$ cat src/rtl/key_bounce_gen.sv
// rtl/key_bounce_gen.sv - mechanical key emulator producing pseudo-random contact bounce
//
// On press_req (from the released state) key_out bounces for a fixed window and
// settles low; on release_req (from the pressed state) it bounces and settles
// high. Bounce segment lengths come from a free-running 16-bit LFSR.
//
// Optional feature macro: KEY_BOUNCE_EDGE_CNT_EN adds the bounce_edges output.
//
// Ports:
//   clk          in   system clock
//   rstn         in   asynchronous active-low reset
//   press_req    in   single-cycle press command (acts only when released)
//   release_req  in   single-cycle release command (acts only when pressed)
//   key_out      out  emulated key line, active low
//   busy         out  high while a bounce window is in progress
//   done         out  one-cycle pulse when key_out reaches its final level
//   key_level    out  settled logical level (1 = released, 0 = pressed)
//   bounce_edges out  [7:0] key_out transitions in the last window, saturating
//                     (present only with KEY_BOUNCE_EDGE_CNT_EN)

module key_bounce_gen #(
  parameter int          BOUNCE_CYC = 250000,
  parameter int          SEG_MIN    = 500,
  parameter int          SEG_MASK   = 4095,
  parameter logic [15:0] LFSR_SEED  = 16'hACE1
) (
  input  logic       clk,
  input  logic       rstn,
  input  logic       press_req,
  input  logic       release_req,
  output logic       key_out,
  output logic       busy,
  output logic       done,
  output logic       key_level
`ifdef KEY_BOUNCE_EDGE_CNT_EN
  ,
  output logic [7:0] bounce_edges
`endif
);

  localparam int WIN_W     = $clog2(BOUNCE_CYC);
  localparam int SEG_W_RAW = $clog2(SEG_MIN + SEG_MASK + 1);
  localparam int SEG_W     = (SEG_W_RAW > 20) ? SEG_W_RAW : 20;

  localparam logic [15:0]      SEED     = (LFSR_SEED == 16'h0000) ? 16'hACE1 : LFSR_SEED;
  localparam logic [15:0]      MASK16   = SEG_MASK[15:0];
  localparam logic [WIN_W-1:0] WIN_LOAD = WIN_W'(BOUNCE_CYC - 1);
  localparam logic [SEG_W-1:0] SEG_BASE = SEG_W'(SEG_MIN);

  typedef enum logic [3:0] {
    UP        = 4'b0001,
    BOUNCE_DN = 4'b0010,
    DOWN      = 4'b0100,
    BOUNCE_UP = 4'b1000
  } state_t;

  state_t           state;
  logic [15:0]      lfsr;
  logic [WIN_W-1:0] win_cnt;
  logic [SEG_W-1:0] seg_cnt;

  // Fibonacci LFSR, x^16 + x^14 + x^13 + x^11 + 1; free-running in every state.
  logic lfsr_fb;
  assign lfsr_fb = lfsr[15] ^ lfsr[13] ^ lfsr[12] ^ lfsr[10];

  always_ff @(posedge clk or negedge rstn) begin
    if (!rstn) lfsr <= SEED;
    else       lfsr <= {lfsr[14:0], lfsr_fb};
  end

  // Next segment length. A zero length would wrap the down-counter, so it is
  // clamped to one cycle (only reachable with SEG_MIN = 0).
  logic [SEG_W-1:0] seg_rand;
  logic [SEG_W-1:0] seg_load;
  always_comb begin
    seg_rand = SEG_BASE + SEG_W'(lfsr & MASK16);
    seg_load = (seg_rand == '0) ? SEG_W'(1) : seg_rand;
  end

  // Decisions use the post-decrement values: win_cnt is loaded with
  // BOUNCE_CYC-1 in the first bounce cycle, so the window closes after exactly
  // BOUNCE_CYC-1 bounce cycles and the final level appears on the next edge.
  logic [WIN_W-1:0] win_dec;
  logic [SEG_W-1:0] seg_dec;
  logic             fin_level;
  assign win_dec   = win_cnt - WIN_W'(1);
  assign seg_dec   = seg_cnt - SEG_W'(1);
  assign fin_level = (state == BOUNCE_UP);

`ifdef KEY_BOUNCE_EDGE_CNT_EN
  logic [7:0] edge_cnt;
  logic [7:0] edge_inc;
  assign edge_inc = (edge_cnt == 8'hFF) ? edge_cnt : edge_cnt + 8'd1;
`endif

  always_ff @(posedge clk or negedge rstn) begin
    if (!rstn) begin
      state        <= UP;
      key_out      <= 1'b1;
      key_level    <= 1'b1;
      busy         <= 1'b0;
      done         <= 1'b0;
      win_cnt      <= '0;
      seg_cnt      <= '0;
`ifdef KEY_BOUNCE_EDGE_CNT_EN
      edge_cnt     <= 8'd0;
      bounce_edges <= 8'd0;
`endif
    end else begin
      done <= 1'b0;
      case (state)
        UP: begin
          if (press_req) begin
            state    <= BOUNCE_DN;
            key_out  <= 1'b0;
            busy     <= 1'b1;
            win_cnt  <= WIN_LOAD;
            seg_cnt  <= seg_load;
`ifdef KEY_BOUNCE_EDGE_CNT_EN
            edge_cnt <= 8'd1;
`endif
          end
        end

        DOWN: begin
          if (release_req) begin
            state    <= BOUNCE_UP;
            key_out  <= 1'b1;
            busy     <= 1'b1;
            win_cnt  <= WIN_LOAD;
            seg_cnt  <= seg_load;
`ifdef KEY_BOUNCE_EDGE_CNT_EN
            edge_cnt <= 8'd1;
`endif
          end
        end

        BOUNCE_DN, BOUNCE_UP: begin
          win_cnt <= win_dec;
          if (win_dec == '0) begin
            // Window over: force the settled level, discarding any pending toggle.
            key_out   <= fin_level;
            key_level <= fin_level;
            busy      <= 1'b0;
            done      <= 1'b1;
            seg_cnt   <= '0;
            state     <= fin_level ? UP : DOWN;
`ifdef KEY_BOUNCE_EDGE_CNT_EN
            // The forced edge only counts if key_out actually changes.
            bounce_edges <= (key_out != fin_level) ? edge_inc : edge_cnt;
`endif
          end else if (seg_dec == '0) begin
            key_out  <= ~key_out;
            seg_cnt  <= seg_load;
`ifdef KEY_BOUNCE_EDGE_CNT_EN
            edge_cnt <= edge_inc;
`endif
          end else begin
            seg_cnt <= seg_dec;
          end
        end

        default: begin
          state     <= UP;
          key_out   <= 1'b1;
          key_level <= 1'b1;
          busy      <= 1'b0;
        end
      endcase
    end
  end

endmodule

$ cat config.mk
export PLATFORM = sky130hd
export DESIGN_NAME = key_bounce_gen
export DESIGN_NICKNAME = d
export VERILOG_FILES = /design/src/rtl/key_bounce_gen.sv
export SDC_FILE = /design/constraint.sdc
export NUM_CORES = 1
export LEC_CHECK = 0
export CAP_MARGIN = 15
export CORE_UTILIZATION = 40
export DETAILED_ROUTE_END_ITERATION = 6
export HOLD_SLACK_MARGIN = 0.15
export MAX_ROUTING_LAYER = met4
export SYNTH_ARGS = -nofsm -noshare
export SYNTH_HDL_FRONTEND = slang
export SYNTH_SLANG_ARGS = --single-unit
$ cat constraint.sdc
create_clock -name clk -period 3.1 [get_ports clk]
set_clock_uncertainty 0.2 [all_clocks]
set_input_delay 0.62 -clock clk [delete_from_list [all_inputs] [get_ports clk]]
set_output_delay 0.62 -clock clk [all_outputs]
set_load 0.005 [all_outputs]
==> results of run 1 <==
## layout by cell type (no fill, tap or decap), types with 11 or more instances in the layout
cell and instances:
nor3_1 16, nor2_1 37, o21ai_0 38, nand2_1 39, a21oi_1 21, a31oi_1 14
buf_4 26, dfrtp_1 49, dfstp_2 11, inv_1 16
## path summary, 6_finish.rpt
| path | startpoint | to | slack (ps) |
|---|---|---|---|
| max in group asynchronous | rstn | lfsr[15]$_DFF_PN1_ | 1320 |
| hold / removal | lfsr[14]$_DFF_PN0_ | lfsr[15]$_DFF_PN1_ | 150 |
| min in group asynchronous | rstn | lfsr[4]$_DFF_PN0_ | 610 |
| setup / recovery | seg_cnt[12]$_DFFE_PN0P_ | seg_cnt[10]$_DFFE_PN0P_ | 110 |
| hold reg to reg | lfsr[14]$_DFF_PN0_ | lfsr[15]$_DFF_PN1_ | 150 |
| setup reg to reg | seg_cnt[12]$_DFFE_PN0P_ | seg_cnt[10]$_DFFE_PN0P_ | 110 |
## worst max-delay path, cell delays in order, from the launching register on
cell and delay (ps):
dfrtp_1 440, nor4_1 470, nand2_1 270, o31a_1 350, nor4_2 360, nor3_2 110
or2_4 290, or3_1 350, o211ai_2 80
## per-stage QoR
step,TNS (ps),setup slack (ps),instances,area [sq um]
after floorplan,0,164,419,3700
after global placement,0,161,538,4010
after detailed placement,0,107,538,4010
after CTS,0,71.3,555,4190
after global routing,-14.4,-14.4,555,4210
final,0,111,555,4210
## routing by layer
| layer | part of all wire [%] | vias to the layer above | global-route usage, % |
|---|---|---|---|
| met5 | 0 | - | - |
| met2 | 46 | 91 | 32.9 |
| li1 | - | 1605 | - |
| met4 | 1.8 | 0 | 8.15 |
| met3 | 4.0 | 15 | 4.80 |
| met1 | 48 | 1599 | 27.2 |
## final cells by class
class | instances | area (sq um)
well taps | 108 | 135
flip-flops and latches | 62 | 1570
clock inverters | 4 | 22.5
repair buffers | 36 | 310
clock buffers | 12 | 145
multi-input cells | 317 | 1970
inverters | 16 | 60.1
fillers | 841 | 4640
## registers in the layout (all words and copies together) (netlist names)
name and flops:
busy 1, done 1, key_level 1, key_out 1
lfsr 16, seg_cnt 20, state 4, win_cnt 18
## cell families after synthesis
| logic type | after synthesis | share of synthesized area [%] |
|---|---|---|
| flops | 62 | 42.3 |
| simple gates | 174 | 25.9 |
| mux | 2 | 0.541 |
| fa+ha+maj | 5 | 1.69 |
| buf+inv | 40 | 5.14 |
| compound gates | 122 | 21.2 |
| xor+xnor | 14 | 3.31 |
## power by group through the flow
stage	clock (mW)	sequential [mW]	combinational (mW)
global route	0.688	1.14	1.48
CTS	0.650	1.11	1.31
detailed placement	0	1.12	1.31
global placement	0	1.11	1.29
floorplan	0	1.05	0.958
finish	0.621	1.12	1.33
## repair_timing
item / CTS / global route
setup endpoints to repair: 0 / 6
gates resized for setup: 0 / 5
hold endpoints to repair: 18 / 0
hold buffers: 1 / 0
==> results.ini, run 1 <==
[outcome]
status=completed

[clocking]
tritoncts=yes
clk_path_buf_depth=2
clock_sinks=62
htreeDepth=3
numCtsBuffers=9
cts-root-buf=clkbuf_8
clock_latency_ps=340
post-cts-setup-buffers=0
clk_pin_slew_ps=70

[sta]
maxSlewViolCount=0
finalCritPeriodShare_pct=96.4
hold_viol=0
worst_slew_pin_slew_ps=612
max_slew_margin_pct=59.2
fin_crit_ps=2990
setup_viol=0
holdWs_ps=153
fmax_mhz=335

[worst_hold_path]
hold_depth=0
worstHoldPathType=flop to flop

[critical_path]
crit_path_max_fanout=8
arrival_ps=3050
reg2regPathDepth=8
worstPathRequired_ps=3170
critPathKind=flop to flop
setup.worst_path.end_class=flop
worst_setup_path_start_kind=flop

[power_and_ir_drop]
leakagePower_nw=1.66
switching_power_mw=1.28
p_seq_share_pct=36.3
p_per_area_nw_per_um2=729
peakVddDrop_mv=0.359
finalPower_mw=3.07
p_int_mw=1.79
p_comb_share_pct=43.4
clockPowerShare_pct=20.2
switching_share_pct=41.6

[drt]
drc=0
antenna_left=0
routed_wl_microns=9160
num_vias=3310
vias_per_cell=5.96
first_pass_iters=7
avgRoutedWirePerCell_microns=16.5
drt_iter0_markers=229

[global_route]
grt_max_degree=26
grt_pass1_wl_microns=15900
track_usage_pct=21.3
grt_pass1_vias=3242
overflow=0
antenna_found_initial=0

[die]
die_area_sq_um=9640
die_x_microns=98.2
io_pins=8
coreArea_sq_um=8850
die_h_microns=98.2
start_util_pct=41.8
num_rows=34

[synth]
yosysTopAreaCell=dfrtp_1
synth_warnings=0
synth_area_sq_um=3700
ys_ff_latch=62
synthCells=419
yosys_most_used_dff=dfrtp_1
yosysTopAreaCellShare_pct=34.5
ys_types=58
async_reset_ff_share_pct=100
synth_edf_count=0
seq_area_frac_synth_pct=42.3
yosys-top-cells-area=dfrtp_1, dfstp_2, o21ai_0
ys_top_cells_by_count=dfrtp_1, nand2_1, o21ai_0, nor2_1, a21oi_1
synthesis.nets=428
yosysMostFrequentCell=dfrtp_1
syn_area_per_cell_sq_um=8.84

[cells_and_area]
final_core_util_pct=47.6
fin_nets=451
syn2layout_area_growth_pct=13.7
drive_gt1_share_pct=16.8
antennaDiodeCount=0

[placed_design]
dp_hpwl_microns=6310
gp_congestion=0.880
port_buffers=7

[job]
maxCapViolations=0

Note: power is estimated with default switching activity, not from simulation.
==> run 2: changes to the inputs <==
Clock period 3.1 ns to 3.3 ns, I/O delays scaled along.
==> run 2 against run 1 <==
Worst hold slack better by 0.93 ps. Register-to-register slack better by 90 ps. Die area stayed put. Setup slack better by 91 ps. Combinational power is 11% lower. Core utilization is 0.91 points lower. Final cell count is 1.3% lower. Largest power group unchanged.
==> results.ini, run 2 (synthesized netlist as in run 1, its figures left out) <==
[power_and_ir_drop]
leakagePower_nw=1.61
peakVddDrop_mv=0.250
finalPower_mw=2.82
p_per_area_nw_per_um2=682

[clocking]
clk_pin_slew_ps=70
clock_sinks=62
clk_path_buf_depth=2
tritoncts=yes
htreeDepth=3
clock_latency_ps=340
cts-root-buf=clkbuf_8
numCtsBuffers=9

[critical_path]
worst_setup_path_start_kind=flop
arrival_ps=3160
crit_path_max_fanout=8
rrSetupSlack_ps=200
critPathKind=flop to flop
worstPathRequired_ps=3360
setup.worst_path.end_class=flop

[die]
die_h_microns=98.2
io_pins=8
num_rows=34
coreArea_sq_um=8850
start_util_pct=41.8
die_x_microns=98.2
die_area_sq_um=9640

[cells_and_area]
fillCellCount=859
top_regs=seg_cnt: 20 flops, win_cnt: 18 flops, lfsr: 16 flops
drive_gt1_share_pct=14.1
syn2layout_area_growth_pct=11.5
antennaDiodeCount=0
mostFrequentLayoutCells=dfrtp_1, nand2_1, o21ai_0
largest_register_ffs=20
stdcell_count=548
regMostFlops=seg_cnt
fin_nets=444
final_common_cell=dfrtp_1

[drt]
antenna_left=0
avgRoutedWirePerCell_microns=15.8
first_pass_iters=7
drt_iter0_markers=176
vias_per_cell=5.93
drc=0
routed_wl_microns=8680
num_vias=3250

[global_route]
grt_pass1_vias=3053
track_usage_pct=19.8
grt_pass1_wl_microns=14900
overflow=0
antenna_found_initial=0
grt_max_degree=29

[sta]
fmax_mhz=323
worst_slew_pin_slew_ps=608
max_slew_margin_pct=59.5
maxSlewViolCount=0
fin_tns_setup_ps=0
hold_viol=0
finalCritPeriodShare_pct=93.9
setup_viol=0
rsz0062_at_grt=false
fin_crit_ps=3100

[placed_design]
dp_hpwl_microns=6080
dp.cells=531
gp_congestion=0.876
port_buffers=7

[outcome]
status=completed

[job]
maxCapViolations=0

[worst_hold_path]
worstHoldPathType=flop to flop

run 2: path summary, 6_finish.rpt:
check	startpoint	endpoint	cells past startpoint
max	seg_cnt[14]$_DFFE_PN0P_	seg_cnt[10]$_DFFE_PN0P_	8
min reg2reg	lfsr[14]$_DFF_PN0_	lfsr[15]$_DFF_PN1_	0
max reg2reg	seg_cnt[14]$_DFFE_PN0P_	seg_cnt[10]$_DFFE_PN0P_	8
max in group asynchronous	rstn	lfsr[0]$_DFF_PN1_	3
min in group asynchronous	rstn	seg_cnt[4]$_DFFE_PN0P_	2
min	lfsr[14]$_DFF_PN0_	lfsr[15]$_DFF_PN1_	0
run 2: metal layers:
| metal | vias up | GRT usage [%] | routed length, microns |
|---|---|---|---|
| met1 | 1571 | 26.1 | 4150 |
| met3 | 15 | 4.72 | 368 |
| li1 | 1584 | - | - |
| met4 | 0 | 6.20 | 162 |
| met2 | 80 | 30.2 | 4000 |
| met5 | - | - | 0 |
run 2: area by class of cell:
| cell class | count | area [sq um] | share of cell area [%] |
|---|---|---|---|
| Multi-Input combinational cell | 317 | 1960 | 47.5 |
| Sequential cell | 62 | 1570 | 37.9 |
| Timing Repair Buffer | 29 | 245 | 5.94 |
| Clock buffer | 14 | 153 | 3.70 |
| Tap cell | 108 | 135 | 3.27 |
| Inverter | 16 | 60.1 | 1.45 |
| Clock inverter | 2 | 10.0 | 0.242 |
run 2: worst max-delay path, stage by stage, from the launching register on:
cell      delay (ps)
dfrtp_1          430
or3_4            410
or3_1            410
o31a_1           280
nor4_2           350
nor3_2           130
or2_1            340
or3_1            380
o211ai_2          80
run 2: repair_timing:
action | 4_1_cts | 5_1_grt
setup buffers | 0 | 0
hold endpoints to repair | 13 | 0
endpoints found under the setup margin | 0 | 3
gates resized for setup | 0 | 1
hold buffers | 1 | 0
run 2: metrics by stage:
step	instance area [sq um]	utilization, %	worst slack [ps]	hold WS [ps]
3_5_place_dp	3950	44.6	261	138
2_1_floorplan	3700	-	364	133
6_report	4130	46.7	202	154
4_1_cts	4120	46.6	218	154
3_3_place_gp	3950	44.6	296	139
5_1_grt	4130	46.7	86.7	159
run 2: where the power goes:
part / internal [mW] / switching [mW]
combinational: 0.479 / 0.704
sequential: 0.877 / 0.180
clock: 0.292 / 0.285
==> run 3: changes to the inputs <==
Settings changed: ABC_AREA set to 1.
==> run 3 against run 2 <==
Global-route usage grew 1.5 points. Routed wire length grew 20%. Core utilization shrank 1.2 points. Die area grew 15%. Synthesized cell count grew 48%. Flip-flop and latch count is the same. Final cell count grew 41%. Fmax grew 8.8%. Critical path type unchanged. Critical endpoint is now seg_cnt[15]$_DFFE_PN0P_. Largest power group unchanged.
==> results.ini, run 3 <==
[outcome]
status=completed

[sta]
fin_crit_ps=2850
finalCritPeriodShare_pct=86.3
fin_tns_setup_ps=0
hold_viol=0
fmax_mhz=351
worst_slew_pin_slew_ps=860
holdWs_ps=172
rsz0062_at_grt=false
maxSlewViolCount=0
setup_viol=0
max_slew_margin_pct=42.6

[power_and_ir_drop]
clockPowerShare_pct=20.9
p_per_area_nw_per_um2=703
p_seq_share_pct=31.9
switching_power_mw=1.52
p_comb_share_pct=47.2
finalPower_mw=3.30
switching_share_pct=46.0
peakVddDrop_mv=0.435
p_int_mw=1.78
leakagePower_nw=2.39

[critical_path]
crit_chain=inv_2, ha_1, nand3_4, nor2_1, xor2_1, inv_1, nand3_1, nor2_1, nand3_1, nor2_2, nor2_1, nand2_1, o21ai_0
setup.worst_path.end_class=flop
crit_top_cell=nor2_1
crit_family=simple AND/OR/NAND/NOR gates
path_buf_inv=2
worst_setup_path_start_kind=flop
critPathKind=flop to flop
rrSetupSlack_ps=450
worstPathRequired_ps=3330
max_stage_delay_ps=460
arrival_ps=2880
cp_slowest_cell=dfrtp_1
crit_path_max_fanout=9

[clocking]
clk_pin_slew_ps=80
clock_latency_ps=360
clk_path_buf_depth=2
numCtsBuffers=9
tritoncts=yes
htreeDepth=3
post-cts-setup-buffers=0
post_cts_resized=0
clock_sinks=62
cts-root-buf=clkbuf_8

[global_route]
grt_max_degree=39
grtUsageMet2_pct=33.0
busiest_layer=met2
grt_pass1_wl_microns=18200
grt_pass1_vias=3821
antenna_found_initial=0
overflow=0
grt_use_met1_pct=27.6
met3_usage_pct=3.40
track_usage_pct=21.3

[synth]
synth_warnings=0
ys_types=37
async_reset_ff_share_pct=100
synth_edf_count=0
ys_ff_latch=62
yosys-top-cells-area=dfrtp_1, nand2_1, nor2_1
yosysTopAreaCell=dfrtp_1
yosys_most_used_dff=dfrtp_1
yosysMostFrequentCell=nand2_1
yosysTopAreaCellShare_pct=29.9
synthesis.nets=628
synth_area_sq_um=4270
syn_area_per_cell_sq_um=6.90
synthCells=619
ys_top_cells_by_count=nand2_1, nor2_1, inv_1, dfrtp_1, nand3_1
seq_area_frac_synth_pct=36.6

[placed_design]
placed_cell_area_sq_um=4490
dp_hpwl_microns=7680
gp_congestion=0.882
port_buffers=7

[cells_and_area]
fin_nets=642
drive_gt1_share_pct=14.4
final_common_cell=nand2_1
top_regs=seg_cnt: 20 flops, win_cnt: 18 flops, lfsr: 16 flops
mostFrequentLayoutCells=nand2_1, nor2_1, inv_1
fillCellCount=1077
fin_area_sq_um=4700
regMostFlops=seg_cnt
antennaDiodeCount=0
largest_register_ffs=20
syn2layout_area_growth_pct=9.92

[die]
io_pins=8
start_util_pct=41.4
die_x_microns=105
num_rows=37
die_h_microns=105
coreArea_sq_um=10300
die_area_sq_um=11100

[job]
maxCapViolations=0

[drt]
antenna_left=0
routed_wl_microns=10400
avgRoutedWirePerCell_microns=13.4
vias_per_cell=5.01
num_vias=3876
drc=0
first_pass_iters=4
drt_iter0_markers=202

[worst_hold_path]
worstHoldPathType=flop to flop

-- run 3: changes by cell type after synthesis, moves of 9 or more --
cell	delta
nor3_1	-14
nand2_2	+14
o31ai_1	-10
nor4_1	-9
clkbuf_1	-12
or3_1	-11
o22ai_1	+13
a31oi_1	-13
inv_1	+69
nand3_1	+25
nand2_1	+147
o21ai_0	-22
nor2_1	+51
-- run 3: cells by family (layout without fill, tap and decap cells) --
family                   Yosys count  in the layout  synth area share (%)
buffers and inverters            102            121                  9.34
AND/OR/NAND/NOR                  375            375                  41.1
flip-flops                        62             62                  36.6
adder cells (fa/ha/maj)            5              5                  1.46
XOR/XNOR                          16             16                  3.28
AO/OA/AOI/OAI                     59             59                  8.20
-- run 3: final timing paths --
path / startpoint / depth (start not counted) / to
worst max-delay path: seg_cnt[0]$_DFFE_PN0P_ / 13 / seg_cnt[15]$_DFFE_PN0P_
worst min-delay path: lfsr[14]$_DFF_PN0_ / 0 / lfsr[15]$_DFF_PN1_
worst max register to register: seg_cnt[0]$_DFFE_PN0P_ / 13 / seg_cnt[15]$_DFFE_PN0P_
worst min register to register: lfsr[14]$_DFF_PN0_ / 0 / lfsr[15]$_DFF_PN1_
max in group asynchronous: rstn / 3 / lfsr[6]$_DFF_PN1_
min in group asynchronous: rstn / 3 / win_cnt[13]$_DFFE_PN0P_
-- run 3: worst register-to-register path: stages (launching register included) --
cell and delay (ps):
dfrtp_1 460, inv_2 130, ha_1 240, nand3_4 130, nor2_1 290, xor2_1 140
inv_1 100, nand3_1 80, nor2_1 110, nand3_1 90, nor2_2 400, nor2_1 190
nand2_1 90, o21ai_0 80
-- run 3: repair_timing --
action	4_1_cts	5_1_grt
hold buffers	1	0
setup endpoints to repair	0	0
hold endpoints to repair	21	0
-- run 3: stage by stage --
step	utilization, %	setup slack [ps]	instances
final	45.5	454	774
after global routing	45.5	142	774
after CTS	45.5	478	774
after detailed placement	43.5	491	757
after global placement	43.5	535	757
after floorplan	-	1010	619
-- run 3: metal layers --
| layer | part of all wire, % | vias to the layer above |
|---|---|---|
| li1 | - | 1973 |
| met2 | 46 | 88 |
| met5 | 0 | - |
| met1 | 48 | 1793 |
| met4 | 2.2 | 0 |
| met3 | 3.9 | 22 |
-- run 3: layout make-up --
type	instances	area (sq um)	area share, %
well taps	136	170	3.62
clock inverters	6	61.3	1.30
inverters	93	349	7.43
flip-flops and latches	62	1570	33.3
repair buffers	12	105	2.24
clock buffers	10	138	2.93
multi-input cells	455	2310	49.2
-- run 3: power by group through the flow --
stage,Clock [mW],Sequential [mW],Combinational (mW)
3_3_place_gp,0,1.06,1.54
5_1_grt,0.739,1.07,1.79
3_5_place_dp,0,1.07,1.55
6_report,0.691,1.05,1.56
4_1_cts,0.705,1.05,1.56
2_1_floorplan,0,1.03,1.22
